## src/rtl/vga_rect_writer.sv

```systemverilog
// vga_rect_writer
//   Rectangle drawing engine feeding the pixel-write port of vga_adapter.
//   Accepts one rectangle per valid/ready handshake and emits one pixel
//   write per cycle in raster order, with an optional 1-pixel border colour.
//   Pixels falling outside the H_RES x V_RES screen are suppressed (write=0)
//   while the counters keep advancing, so timing depends only on w*h.
//
// Ports
//   clock, resetn        : single clock, synchronous active-low reset
//   req_valid/req_ready  : request handshake (accepted only in IDLE)
//   req_x, req_y         : top-left corner
//   req_w, req_h         : rectangle size; zero in either means no writes
//   req_fill/req_border  : interior / edge colours
//   req_border_en        : 1 = edge pixels use req_border
//   busy                 : engine in DRAW or DONE
//   done                 : one-cycle pulse on completion
//   x, y, color, write   : registered pixel-write port to vga_adapter
module vga_rect_writer #(
   parameter int NX          = 10,
   parameter int NY          = 9,
   parameter int H_RES       = 640,
   parameter int V_RES       = 480,
   parameter int COLOR_DEPTH = 9,
   parameter int DIM_W       = 6
) (
   input  logic                   clock,
   input  logic                   resetn,
   input  logic                   req_valid,
   output logic                   req_ready,
   input  logic [NX-1:0]          req_x,
   input  logic [NY-1:0]          req_y,
   input  logic [DIM_W-1:0]       req_w,
   input  logic [DIM_W-1:0]       req_h,
   input  logic [COLOR_DEPTH-1:0] req_fill,
   input  logic [COLOR_DEPTH-1:0] req_border,
   input  logic                   req_border_en,
   output logic                   busy,
   output logic                   done,
   output logic [NX-1:0]          x,
   output logic [NY-1:0]          y,
   output logic [COLOR_DEPTH-1:0] color,
   output logic                   write
);

   typedef enum logic [1:0] {IDLE, DRAW, DONE} state_t;

   localparam logic [DIM_W-1:0] ONE   = DIM_W'(1);
   localparam logic [NX:0]      H_LIM = (NX+1)'(H_RES);
   localparam logic [NY:0]      V_LIM = (NY+1)'(V_RES);

   state_t                   state, state_n;
   logic [NX-1:0]            x0_r, x0_n;
   logic [NY-1:0]            y0_r, y0_n;
   logic [DIM_W-1:0]         w_r, w_n, h_r, h_n;
   logic [COLOR_DEPTH-1:0]   fill_r, fill_n, border_r, border_n;
   logic                     ben_r, ben_n;
   logic [DIM_W-1:0]         cx, cx_n, cy, cy_n;
   logic [NX-1:0]            x_n;
   logic [NY-1:0]            y_n;
   logic [COLOR_DEPTH-1:0]   color_n;
   logic                     write_n, done_n;

   // counter step for the pixel after the one currently on the outputs
   logic                     last_col, last_row;
   logic [DIM_W-1:0]         nxt_cx, nxt_cy;

   // operands of the pixel generator: the incoming request at acceptance,
   // the latched request with the stepped counters while drawing
   logic [NX-1:0]            op_x0;
   logic [NY-1:0]            op_y0;
   logic [DIM_W-1:0]         op_w, op_h, op_cx, op_cy;
   logic [COLOR_DEPTH-1:0]   op_fill, op_border;
   logic                     op_ben;

   logic [NX:0]              sum_x;
   logic [NY:0]              sum_y;
   logic                     pix_ok, pix_edge;
   logic [COLOR_DEPTH-1:0]   pix_color;

   assign req_ready = (state == IDLE);
   assign busy      = (state != IDLE);

   always_comb begin
      last_col = (cx == w_r - ONE);
      last_row = (cy == h_r - ONE);
      nxt_cx   = last_col ? '0 : cx + ONE;
      nxt_cy   = last_col ? cy + ONE : cy;
   end

   always_comb begin
      if (state == IDLE) begin
         op_x0     = req_x;
         op_y0     = req_y;
         op_w      = req_w;
         op_h      = req_h;
         op_cx     = '0;
         op_cy     = '0;
         op_fill   = req_fill;
         op_border = req_border;
         op_ben    = req_border_en;
      end else begin
         op_x0     = x0_r;
         op_y0     = y0_r;
         op_w      = w_r;
         op_h      = h_r;
         op_cx     = nxt_cx;
         op_cy     = nxt_cy;
         op_fill   = fill_r;
         op_border = border_r;
         op_ben    = ben_r;
      end
   end

   always_comb begin
      sum_x     = {1'b0, op_x0} + (NX+1)'(op_cx);
      sum_y     = {1'b0, op_y0} + (NY+1)'(op_cy);
      pix_ok    = (sum_x < H_LIM) && (sum_y < V_LIM);
      pix_edge  = op_ben && ((op_cx == '0) || (op_cx == op_w - ONE) ||
                             (op_cy == '0) || (op_cy == op_h - ONE));
      pix_color = pix_edge ? op_border : op_fill;
   end

   always_comb begin
      state_n  = state;
      x0_n     = x0_r;
      y0_n     = y0_r;
      w_n      = w_r;
      h_n      = h_r;
      fill_n   = fill_r;
      border_n = border_r;
      ben_n    = ben_r;
      cx_n     = cx;
      cy_n     = cy;
      x_n      = x;
      y_n      = y;
      color_n  = color;
      write_n  = 1'b0;
      done_n   = 1'b0;
      unique case (state)
         IDLE: begin
            if (req_valid) begin
               x0_n     = req_x;
               y0_n     = req_y;
               w_n      = req_w;
               h_n      = req_h;
               fill_n   = req_fill;
               border_n = req_border;
               ben_n    = req_border_en;
               cx_n     = '0;
               cy_n     = '0;
               if (req_w == '0 || req_h == '0) begin
                  state_n = DONE;
                  done_n  = 1'b1;
               end else begin
                  // first pixel is registered on the acceptance edge
                  state_n = DRAW;
                  x_n     = sum_x[NX-1:0];
                  y_n     = sum_y[NY-1:0];
                  color_n = pix_color;
                  write_n = pix_ok;
               end
            end
         end
         DRAW: begin
            if (last_col && last_row) begin
               state_n = DONE;
               done_n  = 1'b1;
            end else begin
               cx_n    = nxt_cx;
               cy_n    = nxt_cy;
               x_n     = sum_x[NX-1:0];
               y_n     = sum_y[NY-1:0];
               color_n = pix_color;
               write_n = pix_ok;
            end
         end
         DONE:    state_n = IDLE;
         default: state_n = IDLE;
      endcase
   end

   always_ff @(posedge clock) begin
      if (!resetn) begin
         state    <= IDLE;
         x0_r     <= '0;
         y0_r     <= '0;
         w_r      <= '0;
         h_r      <= '0;
         fill_r   <= '0;
         border_r <= '0;
         ben_r    <= 1'b0;
         cx       <= '0;
         cy       <= '0;
         x        <= '0;
         y        <= '0;
         color    <= '0;
         write    <= 1'b0;
         done     <= 1'b0;
      end else begin
         state    <= state_n;
         x0_r     <= x0_n;
         y0_r     <= y0_n;
         w_r      <= w_n;
         h_r      <= h_n;
         fill_r   <= fill_n;
         border_r <= border_n;
         ben_r    <= ben_n;
         cx       <= cx_n;
         cy       <= cy_n;
         x        <= x_n;
         y        <= y_n;
         color    <= color_n;
         write    <= write_n;
         done     <= done_n;
      end
   end

endmodule
```

## config.mk

```make
export PLATFORM = sky130hd
export DESIGN_NAME = vga_rect_writer
export DESIGN_NICKNAME = d
export VERILOG_FILES = /design/src/rtl/vga_rect_writer.sv
export SDC_FILE = /design/constraint.sdc
export NUM_CORES = 1
export LEC_CHECK = 0
export ABC_AREA = 1
export ABC_CLOCK_PERIOD_IN_PS = 3650
export CORE_MARGIN = 5
export CORE_UTILIZATION = 35
export DETAILED_ROUTE_END_ITERATION = 8
export GPL_ROUTABILITY_DRIVEN = 0
export SYNTH_ARGS = -nofsm -noshare
export SYNTH_HDL_FRONTEND = slang
export SYNTH_SLANG_ARGS = --single-unit
export TNS_END_PERCENT = 50
```

## constraint.sdc

```tcl
create_clock -name clock -period 3.65 [get_ports clock]
set_input_delay 0.73 -clock clock [delete_from_list [all_inputs] [get_ports clock]]
set_output_delay 0.73 -clock clock [all_outputs]
set_load 0.01 [all_outputs]
```

==> results.ini, run 1 <==
[drt]
firstDrtPassIters=6
viasPerCell=4.83
drtAntennaViolNets=0
vias=6177
wl_per_cell_um=13.8
drtIter0Drc=395
finalWirelength_um=17700
route.detailed.drc=0

[timing]
maxSlewHeadroom_pct=47.8
setup_ws_ps=448
setup_viol=0
finalCritPeriodShare_pct=87.7
tns_ps=0
skew_ps=9.01
post-route-min-period_ps=3200
hold_viol_final=0
fmax_mhz=312
worstMarginPinSlew_ps=781
rsz0062_at_grt=false
drv_slew=0

[critical_path]
rr_endpoint=y[8]$_SDFFE_PN0P_
worstPathRequired_ps=3910
crit_type=reg -> reg
critPathLaunchType=flip-flop
cp_max_fo=11
end_kind=flip-flop
reg2reg_depth=25
critPathArrivalTime_ps=3470
rr_startpoint=w_r[0]$_SDFFE_PN0P_
rrSetupSlack_ps=450

[power]
p_leak_nw=3.63
vdd.ir_drop.worst_uv=249
p_per_area_nw_per_um2=387

[global_routing]
grt_overflow=0
grt_pass1_wl_um=28600
grt_max_degree=57
grt_usage_pct=17.5
grt_pass1_vias=5810
antenna_found_initial=0

[synthesis]
yosysTopAreaCell=dfxtp_1
ys_types=46
synth_top_area_share_pct=30.3
yosys_register_bits=94
syn_nets=1044
yosys_warnings=0
ys.flop_type=dfxtp_1
yosys-top-cells-area=dfxtp_1, nand2_1, inv_1, nor2_1, nand3_1
syn_area_um2=6200
ys_seq_area_share_pct=30.3
syn_inst=972
synth-edff-count=0
synthArstFlopShare_pct=0
avgSynthCellArea_um2=6.38

[die]
chipWidth_um=143
core_um2=17400
rows=48
die_h_um=143
initial_core_util_pct=35.7
fp.dieArea_um2=20500
num_io_pins=85

[hold_path]
hold_start=x0_r[6]$_SDFFE_PN0P_
hold_depth=2
hold_end=x0_r[6]$_SDFFE_PN0P_
hold_path_class=reg -> reg

[layout]
fin_nets=1120
mostFrequentLayoutCells=nand2_1, inv_1, nor2_1, dfxtp_1, clkdlybuf4s50_1
final_area_um2=7600
synthToLayoutAreaGrowth_pct=22.5
stdcell_count=1278
num_antenna_cells=0
layout_commonest_cell=nand2_1
drive_gt1_share_pct=8.45

[clock_network]
hold_buffers=0
clkLatencyLatePin_ps=360
clkTransAtPathRegs_ps=70
root_buffer=clkbuf_16
htreeDepth=3
post_cts_resized=0
cts_tree=done
numCtsBuffers=9
cts.sinks=94
clk_path_buf_depth=2
postCtsSetupRepairBufs=0

[flow_run]
cap_violations=0

[placement]
place_ws_ps=407
dp_hpwl_um=13100
port_buffers=84
placed_cells=1256
placed_area_um2=7280

[status]
status=completed

-- worst max-delay path, stage by stage (launching register included) --
cell     delay, ps
dfxtp_1        400
inv_2           80
ha_1           300
inv_1           40
nand2_1         50
nand2_1         60
nor2_2         110
nand2_2         70
nor2_4         100
nand3_4        150
buf_4          210
nand2_2         80
nand3_2         90
inv_1           70
ha_1           160
inv_1           50
fa_1           410
inv_1           90
nand3_1         70
nand2_1         90
nand2_1         80
nand2_1         60
nand2_1         70
nand2_1         70
a21o_1         100
inv_1           30
-- power by group --
part / internal [mW] / switching, mW / total (mW)
clock network: 0.470 / 0.443 / 0.913
logic: 0.345 / 0.513 / 0.858
registers: 1.12 / 0.0558 / 1.17
-- per-layer routing --
| metal | global-route usage [%] | wire length, um | vias to the layer above |
|---|---|---|---|
| met3 | 2.75 | 849 | 25 |
| met1 | 23.7 | 8580 | 2744 |
| li1 | - | - | 3275 |
| met4 | 5.95 | 350 | 0 |
| met5 | 0 | 0 | - |
| met2 | 28.2 | 7900 | 133 |
-- logic make-up (layout without fill, tap and decap cells) --
| group | Yosys count | count (layout) | synth area share [%] |
|---|---|---|---|
| xor gates and xnor gates | 28 | 28 | 3.95 |
| AOI/OAI and AO/OA | 157 | 157 | 14.6 |
| muxes | 2 | 2 | 0.323 |
| buffers and inverters | 180 | 261 | 11.5 |
| and+or+nand+nor | 492 | 492 | 35.3 |
| DFF | 94 | 94 | 30.3 |
| adders and majority gates | 19 | 19 | 4.07 |
-- worst max path at each step --
| stage | end | slack (ps) | startpoint | depth (start not counted) |
|---|---|---|---|---|
| floorplan | write$_SDFF_PN0_ | 480 | state[0]$_SDFFE_PN0P_ | 21 |
| global placement | write$_SDFF_PN0_ | 470 | w_r[0]$_SDFFE_PN0P_ | 24 |
| detailed placement | write$_SDFF_PN0_ | 410 | w_r[0]$_SDFFE_PN0P_ | 24 |
| CTS | write$_SDFF_PN0_ | 390 | w_r[0]$_SDFFE_PN0P_ | 24 |
| global route | write$_SDFF_PN0_ | 110 | w_r[0]$_SDFFE_PN0P_ | 23 |
| finish | y[8]$_SDFFE_PN0P_ | 450 | w_r[0]$_SDFFE_PN0P_ | 25 |
-- registers in the layout (all words and copies together) (netlist names) --
register  cells
done          1
x0_r         10
cx            6
y             9
ben_r         1
h_r           6
w_r           6
fill_r        9
color         9
border_r      9
x            10
cy            6
write         1
state         2
y0_r          9
-- Yosys cell counts, drive strengths merged, types with 5 or more instances --
master / count
nand2: 246
inv: 138
nor2: 130
dfxtp: 94
nand3: 77
o21ai: 76
a21oi: 42
a211oi: 29
clkbuf: 25
xor2: 23
nand4: 21
ha: 17
buf: 16
nand3b: 7
xnor2: 5
-- through the flow --
stage	power, mW	hold WS [ps]	utilization, %
floorplan	1.74	434	-
global placement	2.05	447	41.9
detailed placement	2.05	450	41.9
CTS	2.98	462	43.5
global route	3.13	475	43.8
finish	2.95	461	43.8
-- area by class of cell --
class	instances	area [um2]
Sequential cell	94	1880
Clock buffer	11	233
Tap cell	225	282
Timing Repair Buffer	106	1020
Fill cell	1829	9750
Clock inverter	5	43.8
Multi-Input combinational cell	698	3620
Inverter	139	522
(Power assumes the default switching activity.)
==> run 2, diff against run 1 <==
- ABC_AREA: 1 -> 0
==> run 2 against run 1 <==
Critical path depth decreased by 7. The run now ends with setup timing left. Via count up 0.91%. Largest power group unchanged. Power is 4.8% higher. Critical endpoint is now write$_SDFF_PN0_. Utilization grew 6.5 points. Flip-flop and latch count unchanged. Highest routed layer unchanged.
==> results.ini, run 2 <==
[status]
status=complete, but fails checks
violations=setup timing

[clock_network]
clkTransAtPathRegs_ps=60  ; about the same
htreeDepth=3  ; unchanged
root_buffer=clkbuf_16
hold_buffers=0  ; unchanged
clk_path_buf_depth=2  ; unchanged
cts.sinks=94  ; unchanged
clkLatencyLatePin_ps=350  ; about the same
cts_tree=done
numCtsBuffers=9  ; unchanged

[synthesis]
synth-edff-count=0  ; unchanged
avgSynthCellArea_um2=7.84  ; +23%
syn_nets=869  ; -17%
synth_top_area_share_pct=30.1  ; -0.19 points
yosysTopAreaCell=dfxtp_1
ys.flop_type=dfxtp_1
yosys_warnings=0  ; unchanged
yosys-top-cells-area=dfxtp_1, nand2_1, a21boi_0, mux2i_1, xnor2_1
ys_seq_area_share_pct=30.1  ; -0.19 points
synthArstFlopShare_pct=0  ; unchanged
yosys_register_bits=94  ; unchanged
syn_area_um2=6240  ; +0.65%
ys_types=82  ; +78%
syn_inst=797  ; -18%
netlist_top_cells_count=nand2_1, dfxtp_1, a21boi_0
post-synth-top-count-cell=nand2_1

[die]
chipWidth_um=144  ; +0.30%
num_io_pins=85  ; unchanged
fp.dieArea_um2=20600  ; +0.60%
core_um2=17400  ; +0.35%
rows=48  ; unchanged
die_h_um=144  ; +0.30%
initial_core_util_pct=35.9  ; +0.11 points

[critical_path]
end_kind=flip-flop
slowest_stage=a311o_2
cp_max_fo=4  ; -7
path_cells=inv_2 > ha_4 > nor2b_4 > or3_4 > a311o_2 > buf_12 > nor2_8 > xnor2_2 > nor2_1 > ha_2 > inv_2 > fa_2 > a31oi_1 > nand4_1 > a311oi_2 > xnor2_1 > and3_1 > nor3_1
cp_common_cell=inv_2
worstPathRequired_ps=3890  ; -20 ps
critical-path-top-delay-family=simple AND/OR/NAND/NOR gates
critPathArrivalTime_ps=4010  ; +540 ps
crit_type=reg -> reg
slowest_delay_ps=440  ; +30 ps
critPathLaunchType=flip-flop
path_buf_inv=3  ; -4

[timing]
hold_viol_final=0  ; unchanged
rsz0062_at_grt=true
finalCritPeriodShare_pct=103  ; +16 points
setup_ws_ps=-121  ; -569 ps
post-route-min-period_ps=3770  ; +569 ps
maxSlewHeadroom_pct=49.9  ; +2.0 points
drv_slew=0  ; unchanged
fmax_mhz=265  ; -15%
skew_ps=9.18  ; +0.173 ps
worstMarginPinSlew_ps=752  ; -29.4 ps
whs_ps=447  ; -13.3 ps
setup_viol=12  ; +12

[power]
p_int_mw=2.15  ; +11%
p_per_area_nw_per_um2=352  ; -9.1%
vdd.ir_drop.worst_uv=256  ; +2.8%
combPwrFrac_pct=29.8  ; +0.7 points
p_sw_share_pct=30.4  ; -4.0 points
p_leak_nw=3.54  ; -2.3%
finalPower_mw=3.09  ; +4.8%
switchingPower_mw=0.937  ; -7.4%
seq_power_share_pct=37.0  ; -2.9 points
clkPwrFrac_pct=33.2  ; +2.2 points

[drt]
vias=6233  ; +0.91%
finalWirelength_um=19600  ; +11%
route.detailed.drc=0  ; unchanged
viasPerCell=5.28  ; +9.3%
drtIter0Drc=386  ; -2.3%
wl_per_cell_um=16.6  ; +20%
firstDrtPassIters=5  ; -1
drtAntennaViolNets=0  ; unchanged

[global_routing]
grt_overflow=0  ; unchanged
grt_usage_pct=18.8  ; +1.4 points
grt_max_degree=57  ; unchanged
grt_pass1_wl_um=31100  ; +8.6%
antenna_found_initial=0  ; unchanged
grt_pass1_vias=5958  ; +2.5%

[hold_path]
hold_path_class=reg -> reg

[layout]
largestRegisters=x0_r x10, x x10
nFillCells=1709  ; -6.6%
fin_nets=1024  ; -8.6%
layout_commonest_cell=nand2_1
synthToLayoutAreaGrowth_pct=40.3
stdcell_count=1180  ; -7.7%
num_antenna_cells=0  ; unchanged
mostFrequentLayoutCells=nand2_1, buf_4, dfxtp_1, clkdlybuf4s50_1, a21boi_0
drive_gt1_share_pct=21.8  ; +13 points

[placement]
placed_cells=1142  ; -9.1%
port_buffers=84  ; unchanged
dp_hpwl_um=14000  ; +7.0%

[flow_run]
cap_violations=0  ; unchanged

run 2: per-stage QoR:
step / area [um2] / util (%) / TNS, ps / setup slack, ps
after floorplan: 6320 / - / 0 / 4.33
after global placement: 7880 / 45.3 / -1760 / -216
after detailed placement: 7880 / 45.3 / -1870 / -204
after CTS: 8430 / 48.4 / -375 / -122
after global routing: 8760 / 50.3 / -2630 / -305
final: 8760 / 50.3 / -817 / -121
run 2: final cells by class:
class | instances | area (um2) | share of cell area [%]
clock buffer | 9 | 225 | 2.57
clock inverter | 5 | 85.1 | 0.971
inverter | 23 | 92.6 | 1.06
multi-input combinational | 629 | 4360 | 49.8
sequential | 94 | 1880 | 21.5
tap | 225 | 282 | 3.21
timing repair buffer | 195 | 1830 | 20.9
run 2: worst min-delay path, delay by kind of cell, from the launching register on:
family	cells	cell delay (ps)
compound gates	1	50
flops	1	310
simple gates	1	50
run 2: power by group through the flow:
stage | Clock [mW] | Combinational, mW | Sequential, mW
global placement | 0 | 0.824 | 1.16
floorplan | 0 | 0.473 | 1.17
global route | 1.08 | 0.996 | 1.15
CTS | 1.04 | 0.882 | 1.14
finish | 1.03 | 0.918 | 1.14
detailed placement | 0 | 0.827 | 1.16
run 2: path summary, 6_finish.rpt:
check,startpoint,end,slack (ps),cells past startpoint
setup reg to reg,w_r[0]$_SDFFE_PN0P_,write$_SDFF_PN0_,-120,18
hold / removal,x[9]$_SDFFE_PN0P_,x[9]$_SDFFE_PN0P_,450,2
setup / recovery,w_r[0]$_SDFFE_PN0P_,write$_SDFF_PN0_,-120,18
hold reg to reg,x[9]$_SDFFE_PN0P_,x[9]$_SDFFE_PN0P_,450,2
run 2: metal layers:
metal  vias to the layer above  share of wire [%]  track usage [%]
li1                       3100                  -                -
met1                      2941                 46             24.9
met2                       170                 47             31.1
met3                        22                6.0             4.59
met4                         0                1.4             4.36
met5                         -                  0                0
run 2: timing repair:
item                       4_1_cts  5_1_grt
setup buffers                   10       13
cloned                           2        0
gates resized for setup         20       48
pin swaps                       17       25
setup endpoints to repair       16       22
run 2: logic make-up after synthesis:
group / Yosys count / synth area share [%]
compound gates: 182 / 21.4
xor+xnor: 49 / 6.99
fa+ha+maj: 19 / 4.05
buf+inv: 74 / 5.41
flops: 94 / 30.1
mux: 38 / 6.19
simple gates: 341 / 25.8
==> run 3, diff against run 2 <==
- ABC_CLOCK_PERIOD_IN_PS: 3650 -> 3300
- clock period: 3.65 -> 3.3 ns (I/O delays scaled with it)
==> run 3 against run 2 <==
The run still ends with setup timing left. Clock skew barely moved. Count of clock-buffer cells in the layout rose by 1. Die area did not move. Largest cell class unchanged. Global-route usage rose by 0.65 points. Largest power group unchanged. Flip-flop and latch count did not move. Register-to-register slack got worse by 350 ps. Sequential power rose by 11%. Design area rose by 5.0%.
==> results.ini, run 3 (synthesis gave the netlist of run 2 again) <==
[power]
p_int_mw=2.42  ; +13%
seq_power_share_pct=36.2  ; -0.8 points
p_leak_nw=3.78  ; +6.6%
p_per_area_nw_per_um2=378  ; +7.5%
p_sw_share_pct=30.5  ; +0.18 points
switchingPower_mw=1.06  ; +14%
clkPwrFrac_pct=33.1  ; about the same
combPwrFrac_pct=30.7  ; +0.9 points
vdd.ir_drop.worst_uv=266  ; +3.9%

[placement]
port_buffers=84  ; unchanged
place_ws_ps=-561  ; -357 ps
dp_hpwl_um=14600  ; +4.3%

[global_routing]
grt_overflow=0  ; unchanged
grt_pass1_wl_um=32100  ; +3.3%
grt_pass1_vias=6214  ; +4.3%
grt_max_degree=46  ; -19%
grt_usage_pct=19.5  ; +0.65 points
antenna_found_initial=0  ; unchanged

[critical_path]
critPathLaunchType=flip-flop
crit_type=reg -> reg
rr_endpoint=write$_SDFF_PN0_
end_kind=flip-flop
rr_startpoint=w_r[1]$_SDFFE_PN0P_
rrSetupSlack_ps=-470  ; -350 ps
worstPathRequired_ps=3540  ; -350 ps
reg2reg_depth=16  ; -2
critPathArrivalTime_ps=4010  ; about the same
cp_max_fo=4  ; unchanged

[layout]
largestRegisters=x0_r x10, x x10
num_antenna_cells=0  ; unchanged
layout_commonest_cell=nand2_1
fin_nets=1071  ; +4.6%
mostFrequentLayoutCells=nand2_1, buf_4, dfxtp_1, clkdlybuf4s50_1, a21boi_0
synthToLayoutAreaGrowth_pct=47.4
drive_gt1_share_pct=26.2  ; +4.4 points

[timing]
maxSlewHeadroom_pct=55.0  ; +5.1 points
rsz0062_at_grt=true
whs_ps=454  ; +6.21 ps
finalCritPeriodShare_pct=114  ; +11 points
fmax_mhz=265  ; about the same
setup_ws_ps=-470  ; -349 ps
worstMarginPinSlew_ps=675  ; -77.2 ps
skew_ps=8.76  ; -0.422 ps
hold_viol_final=0  ; unchanged
setup_viol=22  ; +10
drv_slew=0  ; unchanged
post-route-min-period_ps=3770  ; -1.13 ps

[drt]
vias=6457  ; +3.6%
drtAntennaViolNets=0  ; unchanged
viasPerCell=5.25  ; -0.54%
route.detailed.drc=0  ; unchanged
drtIter0Drc=374  ; -3.1%
wl_per_cell_um=16.6  ; +0.27%
finalWirelength_um=20500  ; +4.4%
firstDrtPassIters=5  ; unchanged

[hold_path]
hold_path_class=reg -> reg
hold_depth=2  ; unchanged
hold_start=y[5]$_SDFFE_PN0P_
hold_end=y[5]$_SDFFE_PN0P_

[flow_run]
cap_violations=0  ; unchanged

[die]
chipWidth_um=144  ; unchanged
rows=48  ; unchanged
num_io_pins=85  ; unchanged
initial_core_util_pct=35.9  ; unchanged
die_h_um=144  ; unchanged
fp.dieArea_um2=20600  ; unchanged
core_um2=17400  ; unchanged

[clock_network]
root_buffer=clkbuf_16
hold_buffers=0  ; unchanged
numCtsBuffers=9  ; unchanged
clk_path_buf_depth=2  ; unchanged
clkLatencyLatePin_ps=350  ; about the same
clkTransAtPathRegs_ps=70  ; about the same
cts_tree=done
htreeDepth=3  ; unchanged
cts.sinks=94  ; unchanged

[status]
status=complete, but fails checks
violations=setup timing

==> run 3: changes by cell type in the layout (fill, tap and decap cells not counted), moves of 3 or more <==
cell,before,now
buf_4,95,135
buf_6,7,13
o21ai_0,21,17
nor3_2,2,5
==> run 3: area by class of cell <==
class                      count  area [um2]
fill                        1637        8210
sequential                    94        1890
inverter                      23        95.1
clock buffer                  10         229
multi-input combinational    629        4410
clock inverter                 6        93.8
timing repair buffer         242        2210
tap                          225         282
==> run 3: through the flow <==
stage	utilization [%]	area (um2)	setup TNS (ps)	power, mW	std cells
after floorplan	-	6370	-4130	1.83	797
after global placement	47.0	8190	-6990	2.24	1179
after detailed placement	47.0	8190	-7780	2.25	1179
after CTS	50.4	8780	-5460	3.43	1211
after global routing	52.8	9200	-10040	3.66	1229
final	52.8	9200	-6460	3.48	1229
==> run 3: critical path, cell delays in order (launching register included) <==
cell and delay, ps:
dfxtp_2 350, inv_2 50, ha_4 160, nor2b_4 110, or3_4 400, a311o_2 410
buf_6 150, buf_6 110, buf_4 130, o21a_1 230, buf_4 140, o211ai_1 300
nand4_1 220, a311oi_2 420, xnor2_1 190, and3_1 230, nor3_2 50
==> run 3: worst max path at each step <==
| stage | end | startpoint | slack [ps] | depth (start not counted) |
|---|---|---|---|---|
| floorplan | write$_SDFF_PN0_ | w_r[0]$_SDFFE_PN0P_ | -330 | 22 |
| global route | write$_SDFF_PN0_ | w_r[0]$_SDFFE_PN0P_ | -610 | 21 |
| CTS | write$_SDFF_PN0_ | w_r[1]$_SDFFE_PN0P_ | -440 | 17 |
| global placement | write$_SDFF_PN0_ | w_r[1]$_SDFFE_PN0P_ | -540 | 17 |
| detailed placement | write$_SDFF_PN0_ | w_r[1]$_SDFFE_PN0P_ | -560 | 17 |
| finish | write$_SDFF_PN0_ | w_r[1]$_SDFFE_PN0P_ | -470 | 16 |
==> run 3: power groups by stage <==
| stage | clock network [mW] | logic (mW) | registers, mW |
|---|---|---|---|
| after global placement | 0 | 0.954 | 1.28 |
| after detailed placement | 0 | 0.961 | 1.28 |
| after floorplan | 0 | 0.534 | 1.29 |
| final | 1.15 | 1.07 | 1.26 |
| after CTS | 1.18 | 0.989 | 1.26 |
| after global routing | 1.23 | 1.16 | 1.27 |
==> run 3: layer usage <==
layer  GRT usage [%]  routed length (um)  up-vias
met5               0                   0        -
met4            5.90                 333        0
met3            4.63                1410       25
met2            31.7                9550      177
met1            25.7                9170     3054
li1                -                   -     3201
==> run 3: repair_timing <==
item / 4_1_cts / 5_1_grt
endpoints found under the setup margin: 21 / 23
resized for setup: 38 / 44
pin swaps: 31 / 38
gates cloned: 0 / 3
setup buffers: 16 / 15
